### src/rtl/reg_bank_reader.sv
// Read-side sweep engine for the flat register bank: walks a wrapping range of
// registers and streams each value out over a valid/ready handshake.
module reg_bank_reader #(
  parameter  int DATA_WIDTH = 32,
  parameter  int NUM_REG    = 32,
  localparam int IDX_W      = (NUM_REG > 1) ? $clog2(NUM_REG) : 1
) (
  input  logic                          clk,
  input  logic                          rst,
  input  logic [NUM_REG*DATA_WIDTH-1:0] i_read_data,
  input  logic                          i_start,
  input  logic [IDX_W-1:0]              i_first,
  input  logic [IDX_W:0]                i_count,
  output logic                          o_valid,
  input  logic                          i_ready,
  output logic [DATA_WIDTH-1:0]         o_data,
  output logic [IDX_W-1:0]              o_index,
  output logic                          o_last,
  output logic                          o_busy,
  output logic                          o_done
);

  // state  | meaning
  // IDLE   | waiting for i_start
  // SEND   | a beat is presented; advance on each transfer
  // DONE   | one-cycle completion pulse
  typedef enum logic [1:0] {S_IDLE, S_SEND, S_DONE} state_t;

  localparam logic [IDX_W:0]   NUM_REG_C = (IDX_W+1)'(NUM_REG);
  localparam logic [IDX_W:0]   CNT_ONE   = (IDX_W+1)'(1);
  localparam logic [IDX_W-1:0] LAST_IDX  = IDX_W'(NUM_REG - 1);

  state_t                state_q, state_d;
  logic [DATA_WIDTH-1:0] data_q, data_d;
  logic [IDX_W-1:0]      index_q, index_d;
  logic [IDX_W:0]        rem_q, rem_d;
  logic                  valid_q, valid_d;
  logic                  last_q, last_d;
  logic                  busy_q, busy_d;
  logic                  done_q, done_d;

  logic [DATA_WIDTH-1:0] bank [NUM_REG];
  logic [IDX_W-1:0]      first_eff;
  logic [IDX_W:0]        count_eff;
  logic [IDX_W-1:0]      next_idx;

  for (genvar g = 0; g < NUM_REG; g++) begin : g_bank
    assign bank[g] = i_read_data[g*DATA_WIDTH +: DATA_WIDTH];
  end

  assign first_eff = ({1'b0, i_first} >= NUM_REG_C) ? '0 : i_first;
  assign count_eff = (i_count > NUM_REG_C) ? NUM_REG_C : i_count;
  // Explicit wrap so non-power-of-2 banks never index past the last register
  assign next_idx  = (index_q == LAST_IDX) ? '0 : index_q + 1'b1;

  always_ff @(posedge clk or posedge rst) begin
    if (rst) begin
      state_q <= S_IDLE;
      data_q  <= '0;
      index_q <= '0;
      rem_q   <= '0;
      valid_q <= 1'b0;
      last_q  <= 1'b0;
      busy_q  <= 1'b0;
      done_q  <= 1'b0;
    end else begin
      state_q <= state_d;
      data_q  <= data_d;
      index_q <= index_d;
      rem_q   <= rem_d;
      valid_q <= valid_d;
      last_q  <= last_d;
      busy_q  <= busy_d;
      done_q  <= done_d;
    end
  end

  always_comb begin
    state_d = state_q;
    data_d  = data_q;
    index_d = index_q;
    rem_d   = rem_q;
    valid_d = valid_q;
    last_d  = last_q;
    case (state_q)
      S_IDLE: begin
        if (i_start) begin
          if (count_eff == '0) begin
            state_d = S_DONE;
          end else begin
            state_d = S_SEND;
            data_d  = bank[first_eff];
            index_d = first_eff;
            valid_d = 1'b1;
            last_d  = (count_eff == CNT_ONE);
            rem_d   = count_eff - 1'b1;
          end
        end
      end
      S_SEND: begin
        if (valid_q && i_ready) begin
          if (rem_q != '0) begin
            data_d  = bank[next_idx];
            index_d = next_idx;
            last_d  = (rem_q == CNT_ONE);
            rem_d   = rem_q - 1'b1;
          end else begin
            valid_d = 1'b0;
            last_d  = 1'b0;
            state_d = S_DONE;
          end
        end
      end
      S_DONE:  state_d = S_IDLE;
      default: state_d = S_IDLE;
    endcase
    busy_d = (state_d != S_IDLE);
    done_d = (state_d == S_DONE);
  end

  assign o_valid = valid_q;
  assign o_data  = data_q;
  assign o_index = index_q;
  assign o_last  = last_q;
  assign o_busy  = busy_q;
  assign o_done  = done_q;

endmodule
### config.mk
export PLATFORM = sky130hd
export DESIGN_NAME = reg_bank_reader
export DESIGN_NICKNAME = d
export VERILOG_FILES = /design/src/rtl/reg_bank_reader.sv
export SDC_FILE = /design/constraint.sdc
export NUM_CORES = 1
export LEC_CHECK = 0
export CAP_MARGIN = 10
export CELL_PAD_IN_SITES_DETAIL_PLACEMENT = 0
export CELL_PAD_IN_SITES_GLOBAL_PLACEMENT = 1
export CORE_AREA = 2 2 424 426
export DETAILED_ROUTE_END_ITERATION = 16
export DIE_AREA = 0 0 426 428
export GPL_ROUTABILITY_DRIVEN = 0
export PLACE_DENSITY = 0.43
export SYNTH_ARGS = -nofsm -noshare
export SYNTH_HDL_FRONTEND = slang
export SYNTH_SLANG_ARGS = --single-unit
### constraint.sdc
create_clock -name clk -period 3.4 [get_ports clk]
set_input_delay 0.51 -clock clk [delete_from_list [all_inputs] [get_ports clk]]
set_output_delay 0.51 -clock clk [all_outputs]
set_load 0.1 [all_outputs]
==> impl_summary.log, run 1 <==
INFO  metric die_y = about 430 um
INFO  metric mappedNetlistArea = between 15000 and 20000 um2
INFO  metric floorplan.rows = roughly 160
INFO  metric leakage = between 10 and 15 nW
INFO  metric yosys_warnings = 0
INFO  metric sw_frac_of_total = roughly 60%
INFO  metric tritoncts_num_sinks = about 50
INFO  metric power_share_of_the_combinational_group = roughly 93%
INFO  metric clkLatencyLatePin = between 300 and 400 ps
INFO  metric critical_path_peak_fanout = 7
INFO  metric layout.cells.most_common = sky130_fd_sc_hd__clkdlybuf4s50_1
INFO  metric cts_inserted_buffers = 5
INFO  metric finish.utilization = about 20%
INFO  metric final_layout_size_suffix_gt1_share = a little over a fifth
INFO  metric drtIter0Drc = about 2800
INFO  metric run_status = finished clean
INFO  metric fmax = approximately 0.31 GHz
INFO  metric synth_cell_type_count = 62
INFO  metric synth-async-reset-ratio = 100%
INFO  metric synth_cells = 2118
INFO  metric grt_pass1_wl = 263000 um
INFO  metric wl_met3 = about 12000 um
INFO  metric initial_core_util = a little over a tenth
INFO  metric routed_length_on_met2 = 101000 um
INFO  metric netlist.area_leader.share = 35.7%
INFO  metric first_global_vias = 27301
INFO  metric clock_tree.root_cell = sky130_fd_sc_hd__clkbuf_16
INFO  metric tritoncts = done
INFO  metric multi_input_comb_area = around 17000 um2
INFO  metric timing.clock.skew = between 20 and 25 ps
INFO  metric arrival = 3450 ps
INFO  metric port_buffers = ~1100
INFO  metric synth_enable_flop_cells = 0
INFO  metric slew-limit-headroom = just under 30%
INFO  metric design.die.area = about 180000 um2
INFO  metric cellPowerDensity = a little over 700 nW/um2
INFO  metric drv_slew = 0
INFO  metric avgRoutedWirePerCell = ~36 um
INFO  metric worst_ir_drop_vdd = about 450 uV
INFO  metric tns = 0 ps
INFO  metric final_antenna_net_count = 0
INFO  metric area_growth = 79.9%
INFO  metric io_pins = about 1100
INFO  metric cts.path.max_buffers = 2
INFO  metric total_power = 0.0246 W
INFO  metric timing_hold_violations_final = 0
INFO  metric grt_antenna_before_repair = 83
INFO  metric post_layout_min_period = about 3200 ps
INFO  metric synth_top_area_cell = sky130_fd_sc_hd__mux4_2
INFO  metric cap_violations = 0
INFO  metric ys_top_cells_by_area = sky130_fd_sc_hd__mux4_2, sky130_fd_sc_hd__o22ai_1, sky130_fd_sc_hd__mux2i_1
INFO  metric number_of_remaining_drc_errors = 0
INFO  metric route.detailed.vias_per_inst = 4.81
INFO  metric internal_power = 0.00976 W
INFO  metric finish.net_count = roughly 4200
INFO  metric yosys_most_used_dff = sky130_fd_sc_hd__dfrtp_1
INFO  metric power.switching = around 0.015 W
INFO  metric htreeDepth = 2
INFO  metric die_w = between 400 and 500 um
INFO  metric routed_wl = 201000 um
INFO  metric first_drt_pass_iteration_count = 6
INFO  metric setup_repair_after_global_routing_missed_its_margin = false
INFO  metric place.detailed.hpwl = between 150000 and 200000 um
INFO  metric final_min_period_over_clock_period = 94.5%
INFO  metric type_of_the_setup_path_with_the_least_slack = reg -> reg
INFO  metric clock_power_share = around 2.8%
INFO  metric seq_power_share = roughly 4.3%
INFO  metric core_area = about 180000 um2
INFO  metric route.layer.met1.wl = between 80000 and 90000 um
INFO  metric register_area = around 1200 um2
INFO  metric min-delay-path-class = in -> async
INFO  metric syn_avg_cell_area = between 9 and 10 um2
INFO  metric cp_data_required_time = 3640 ps
INFO  metric setup_violations = 0
INFO  metric critPathCaptureType = flip-flop
INFO  metric global_route.usage.total = 21.1%
INFO  metric pin_count_of_the_biggest_net_entering_global_routing = between 100 and 150
INFO  metric dr_total_vias = 26820
INFO  metric synth_nets = about 3200
INFO  metric gr-total-overflow = 0
INFO  metric cts.reportedPaths.clkPinSlew = approximately 110 ps
INFO  metric timing.critical_path.from_type = flip-flop
INFO  metric layout_common_cells = sky130_fd_sc_hd__clkdlybuf4s50_1, sky130_fd_sc_hd__mux4_2, sky130_fd_sc_hd__o22ai_1, sky130_fd_sc_hd__buf_4, sky130_fd_sc_hd__nand2_1
INFO  metric cts_hold_buf = 0
INFO  metric maxUsedRoutingLayer = met5
INFO  metric yosys_register_bits = 49
INFO  metric worst_pin_slew = 1060 ps
INFO  metric synth.yosys.seq_area_share = around 6.3%
INFO  metric fill_cells = between 15000 and 20000
[layout make-up]
type / count / share of cell area (%)
multi-input cells: 1774 / 48.8
diodes: 51 / 0.366
clock inverters: 3 / 0.0826
well taps: 2355 / 8.46
repair buffers: 1327 / 38.2
clock buffers: 5 / 0.359
flip-flops and latches: 49 / 3.53
inverters: 16 / 0.187
[worst max-delay path, cell delays in order, from the launching register on]
cell	delay [ps]
sky130_fd_sc_hd__dfrtp_4	500
sky130_fd_sc_hd__ha_4	170
sky130_fd_sc_hd__and3_4	180
sky130_fd_sc_hd__ha_4	210
sky130_fd_sc_hd__buf_4	160
sky130_fd_sc_hd__or3b_2	480
sky130_fd_sc_hd__buf_4	180
sky130_fd_sc_hd__o22ai_1	120
sky130_fd_sc_hd__a21oi_1	60
sky130_fd_sc_hd__a221oi_1	530
sky130_fd_sc_hd__buf_4	240
sky130_fd_sc_hd__a211oi_1	90
sky130_fd_sc_hd__o2bb2ai_1	170
[cells by family (layout without fill, tap and decap cells)]
family | Yosys count | after routing | share of synthesized area [%]
simple gates | 482 | 482 | 11.8
xor+xnor | 4 | 4 | 0.317
mux | 499 | 499 | 45.9
fa+ha+maj | 7 | 7 | 0.452
flops | 49 | 49 | 6.33
buf+inv | 295 | 1351 | 6.95
other cells | 0 | 51 | 0
compound gates | 782 | 782 | 28.2
[metrics by stage]
stage | cells | hold slack [ps] | worst slack, ps | cell area, um2
after global placement | 5513 | 482 | -91.6 | 34400
after floorplan | 2118 | 472 | 127 | 19400
final | 5580 | 402 | 187 | 34800
after global routing | 5574 | 401 | 47.4 | 34800
after CTS | 5528 | 383 | 7.87 | 34700
after detailed placement | 5513 | 491 | -158 | 34400
[metal layers]
metal	GRT usage (%)	vias up
met5	0	-
met3	3.34	218
li1	-	11183
met4	7.59	24
met2	36.7	1478
met1	26.0	13917
[power groups by stage]
| stage | Clock [W] | Combinational (W) | Sequential, W |
|---|---|---|---|
| final | 0.000681 | 0.0228 | 0.00106 |
| after floorplan | 0 | 0.0108 | 0.00242 |
| after CTS | 0.000751 | 0.0231 | 0.00106 |
| after detailed placement | 0 | 0.0227 | 0.00107 |
| after global routing | 0.000749 | 0.0241 | 0.00109 |
| after global placement | 0 | 0.0228 | 0.00106 |
[synthesized netlist by cell type (all sizes together), types with 3 or more instances]
library cell and number:
o2111ai 34, a22o 6, a31oi 10, nor3 55, nand2b 13, nor2b 48, o2bb2ai 15, or2 4
mux2i 144, mux2 48, ha 7, and3 5, nor2 91, nand2 172, o21ai 48, a22oi 84
nor4 15, o221ai 21, inv 16, clkbuf 139, nand4 12, dfrtp 49, and2 4, mux4 307
o22a 3, buf 140, nand3 24, a211o 3, a311oi 28, a211oi 109, a21oi 97, a2111oi 10
o31ai 9, o22ai 241, or3 33, a221oi 36, o32a 11, o211a 5
[final timing paths]
path | from | endpoint | slack, ps | cells past startpoint
min | rst | o_busy | 400 | 2
min reg2reg | o_data[19] | o_data[19] | 510 | 1
min in group clk | o_data[19] | o_data[19] | 510 | 1
max in group asynchronous | rst | o_data[31] | 2250 | 3
max reg2reg | o_index[0] | o_data[2] | 190 | 12
max | o_index[0] | o_data[2] | 190 | 12
[flip-flops by register name, summed over array words and instances, names as in the netlist]
| register | cells |
|---|---|
| o_busy | 1 |
| o_data | 32 |
| o_done | 1 |
| o_index | 5 |
| o_last | 1 |
| o_valid | 1 |
| rem_q | 6 |
| state_q | 2 |
[timing repair]
action | 4_1_cts | 5_1_grt
endpoints found under the setup margin | 6 | 12
gates cloned | 3 | 0
hold endpoints to repair | 0 | 0
setup buffers | 4 | 1
gates resized for setup | 9 | 5
pin swaps | 1 | 4
Note: power is estimated with default switching activity, not from simulation.
==> inputs of run 2 (changes only) <==
--- a/config.mk
+++ b/config.mk
@@ -5,6 +5,7 @@
 export SDC_FILE = /design/constraint.sdc
 export NUM_CORES = 1
 export LEC_CHECK = 0
+export ABC_CLOCK_PERIOD_IN_PS = 3400
 export CAP_MARGIN = 10
 export CELL_PAD_IN_SITES_DETAIL_PLACEMENT = 0
 export CELL_PAD_IN_SITES_GLOBAL_PLACEMENT = 1
@@ -12,6 +13,7 @@
 export DETAILED_ROUTE_END_ITERATION = 16
 export DIE_AREA = 0 0 426 428
 export GPL_ROUTABILITY_DRIVEN = 0
+export HOLD_SLACK_MARGIN = 0.1
 export PLACE_DENSITY = 0.43
 export SYNTH_ARGS = -nofsm -noshare
 export SYNTH_HDL_FRONTEND = slang
==> results of run 2 <==
Final layout, timing and power as in run 1 (identical DEF).
==> inputs of run 3 (changes only) <==
--- a/config.mk
+++ b/config.mk
@@ -6,7 +6,7 @@
 export NUM_CORES = 1
 export LEC_CHECK = 0
 export ABC_CLOCK_PERIOD_IN_PS = 3400
-export CAP_MARGIN = 10
+export CAP_MARGIN = 30
 export CELL_PAD_IN_SITES_DETAIL_PLACEMENT = 0
 export CELL_PAD_IN_SITES_GLOBAL_PLACEMENT = 1
 export CORE_AREA = 2 2 424 426
==> run 3 against run 2 <==
Compared with the run above:
- maximum frequency decreased by 0.66%
- critical path type unchanged
- total power decreased by 0.30%
- cell count hardly changed
- first-iteration DRC count is 7.8% lower
- wire length is 0.52% lower
- largest power group unchanged
==> impl_summary.log, run 3 (synthesized netlist as in run 1, its figures left out) <==
INFO  metric die_w = 426 um (unchanged)
INFO  metric core_area = 178000 um2 (unchanged)
INFO  metric port_buffers = 1079 (unchanged)
INFO  metric cp_slowest_stage_delay = 520 ps (was 530 ps)
INFO  metric tns = 0 ps (unchanged)
INFO  metric finish.net_count = 4220 (was 4219)
INFO  metric final_layout_size_suffix_gt1_share = 22.0% (about the same)
INFO  metric worst_pin_slew = 1020 ps (was 1060 ps)
INFO  metric place.detailed.hpwl = 167000 um (about the same)
INFO  metric avgRoutedWirePerCell = 35.9 um (was 36.1 um)
INFO  metric timing_hold_violations_final = 0 (unchanged)
INFO  metric cp_data_required_time = 3640 ps (about the same)
INFO  metric drtIter0Drc = 2558 (was 2773)
INFO  metric setup_repair_after_global_routing_missed_its_margin = false (unchanged)
INFO  metric arrival = 3470 ps (was 3450 ps)
INFO  metric grt_pass1_wl = 262000 um (was 263000 um)
INFO  metric die_y = 428 um (unchanged)
INFO  metric first_global_vias = 27258 (was 27301)
INFO  metric timing.critical_path.from_type = flip-flop (unchanged)
INFO  metric min-delay-path-class = in -> async (unchanged)
INFO  metric tritoncts = done (unchanged)
INFO  metric tritoncts_num_sinks = 49 (unchanged)
INFO  metric type_of_the_setup_path_with_the_least_slack = reg -> reg (unchanged)
INFO  metric setup_violations = 0 (unchanged)
INFO  metric gr-total-overflow = 0 (unchanged)
INFO  metric post_layout_min_period = 3230 ps (was 3210 ps)
INFO  metric global_route.usage.total = 21.0% (was 21.1%)
INFO  metric path_depth = 12 (unchanged)
INFO  metric critPathCaptureType = flip-flop (unchanged)
INFO  metric final_antenna_net_count = 0 (unchanged)
INFO  metric pin_count_of_the_biggest_net_entering_global_routing = 109 (unchanged)
INFO  metric cts.reportedPaths.clkPinSlew = 110 ps (about the same)
INFO  metric cellPowerDensity = 703 nW/um2 (was 705 nW/um2)
INFO  metric clock_tree.root_cell = sky130_fd_sc_hd__clkbuf_16 (unchanged)
INFO  metric finish.utilization = 19.6% (about the same)
INFO  metric first_drt_pass_iteration_count = 7 (was 6)
INFO  metric cell_type_with_the_highest_occurrence_count_on_the_critical_path = sky130_fd_sc_hd__buf_4 (unchanged)
INFO  metric clkLatencyLatePin = 360 ps (was 370 ps)
INFO  metric grt_antenna_before_repair = 69 (was 83)
INFO  metric worst-path-buf-inv = 3 (unchanged)
INFO  metric htreeDepth = 2 (unchanged)
INFO  metric routed_wl = 200000 um (was 201000 um)
INFO  metric critical_path_s_top_delay_family = compound AO/OA/AOI/OAI gates (unchanged)
INFO  metric largest_reg_flops = 32 (unchanged)
INFO  metric critical_path_peak_fanout = 6 (was 7)
INFO  metric cts_inserted_buffers = 5 (unchanged)
INFO  metric slowest_stage_cell_cp = sky130_fd_sc_hd__a221oi_1 (unchanged)
INFO  metric final_min_period_over_clock_period = 95.1% (was 94.5%)
INFO  metric layout_common_cells = sky130_fd_sc_hd__clkdlybuf4s50_1, sky130_fd_sc_hd__mux4_2, sky130_fd_sc_hd__o22ai_1, sky130_fd_sc_hd__buf_4, sky130_fd_sc_hd__nand2_1 (unchanged)
INFO  metric number_of_remaining_drc_errors = 0 (unchanged)
INFO  metric cts.path.max_buffers = 2 (unchanged)
INFO  metric io_pins = 1080 (unchanged)
INFO  metric cts_hold_buf = 0 (unchanged)
INFO  metric leakage = 11.6 nW (about the same)
INFO  metric dr_total_vias = 26747 (was 26820)
INFO  metric cells_on_worst_reg2reg_path = 12 (unchanged)
INFO  metric area_growth = 80.0% (was 79.9%)
INFO  metric route.detailed.vias_per_inst = 4.80 (was 4.81)
INFO  metric slew-limit-headroom = 31.7% (was 29.1%)
INFO  metric floorplan.rows = 155 (unchanged)
INFO  metric critical_path.cell_chain = ha_4, and3_4, ha_4, buf_4, or3b_2, buf_4, o22ai_1, a21oi_1, a221oi_1, buf_4, a211oi_1, o2bb2ai_1 (unchanged)
INFO  metric cap_violations = 0 (unchanged)
INFO  metric layout.cells.most_common = sky130_fd_sc_hd__clkdlybuf4s50_1 (unchanged)
INFO  metric design.die.area = 182000 um2 (unchanged)
INFO  metric drv_slew = 0 (unchanged)
INFO  metric worst_ir_drop_vdd = 526 uV (was 450 uV)
INFO  metric initial_core_util = 10.9% (unchanged)
INFO  metric timing.clock.skew = 23.0 ps (about the same)
INFO  metric run_status = finished clean (unchanged)
INFO  metric fmax = 0.309 GHz (was 0.311 GHz)
run 3: changes by cell type in the layout (fill, tap and decap cells not counted):
| cell | previous run | this run |
|---|---|---|
| sky130_fd_sc_hd__o21ai_0 | 46 | 47 |
| sky130_fd_sc_hd__buf_8 | 2 | 3 |
| sky130_fd_sc_hd__and2_2 | 1 | 0 |
| sky130_fd_sc_hd__and2_4 | 0 | 1 |
| sky130_fd_sc_hd__buf_4 | 223 | 222 |
| sky130_fd_sc_hd__diode_2 | 51 | 48 |
| sky130_fd_sc_hd__o21ai_1 | 2 | 1 |
| sky130_fd_sc_hd__buf_12 | 51 | 52 |
| sky130_fd_sc_hd__bufbuf_16 | 3 | 1 |
| sky130_fd_sc_hd__buf_16 | 1 | 3 |
run 3: final cells by class:
cell class	instances	area (um2)
Fill cell	19787	143000
Multi-Input combinational cell	1774	17000
Timing Repair Buffer	1328	13300
Tap cell	2355	2950
Sequential cell	49	1230
Clock buffer	5	125
Antenna cell	48	120
Inverter	16	65.1
Clock inverter	3	28.8
run 3: repair_timing:
action | in CTS | in global routing
gates resized for setup | 9 | 5
setup endpoints to repair | 7 | 5
gates cloned | 1 | 0
pin swaps | 4 | 4
setup buffers | 4 | 0
run 3: final timing paths:
path | startpoint | to | slack [ps]
hold reg to reg | o_data[20] | o_data[20] | 510
min in group clk | o_data[20] | o_data[20] | 510
setup reg to reg | o_index[0] | o_data[2] | 170
setup / recovery | o_index[0] | o_data[2] | 170
max in group asynchronous | rst | o_data[11] | 2260
hold / removal | rst | o_done | 410
run 3: metrics by stage:
| step | total power (W) | setup slack, ps | std cells | cell area, um2 | hold slack (ps) |
|---|---|---|---|---|---|
| after floorplan | 0.0132 | 127 | 2118 | 19400 | 472 |
| after global placement | 0.0238 | -91.6 | 5513 | 34400 | 482 |
| after detailed placement | 0.0238 | -163 | 5517 | 34400 | 494 |
| after CTS | 0.0248 | 4.69 | 5530 | 34700 | 388 |
| after global routing | 0.0259 | 3.92 | 5571 | 34800 | 412 |
| final | 0.0245 | 165 | 5578 | 34900 | 413 |
run 3: report_power, final:
part           switching (W)  internal, W
logic                 0.0141      0.00861
registers           0.000213     0.000848
clock network       0.000395     0.000288
run 3: per-layer routing:
layer  vias to the layer above  share of wire (%)  track usage [%]
li1                      11188                  -                -
met1                     13938                 40             25.9
met5                         -              0.056                0
met3                       187                6.3             3.30
met4                        12                3.4             7.20
met2                      1422                 50             36.7
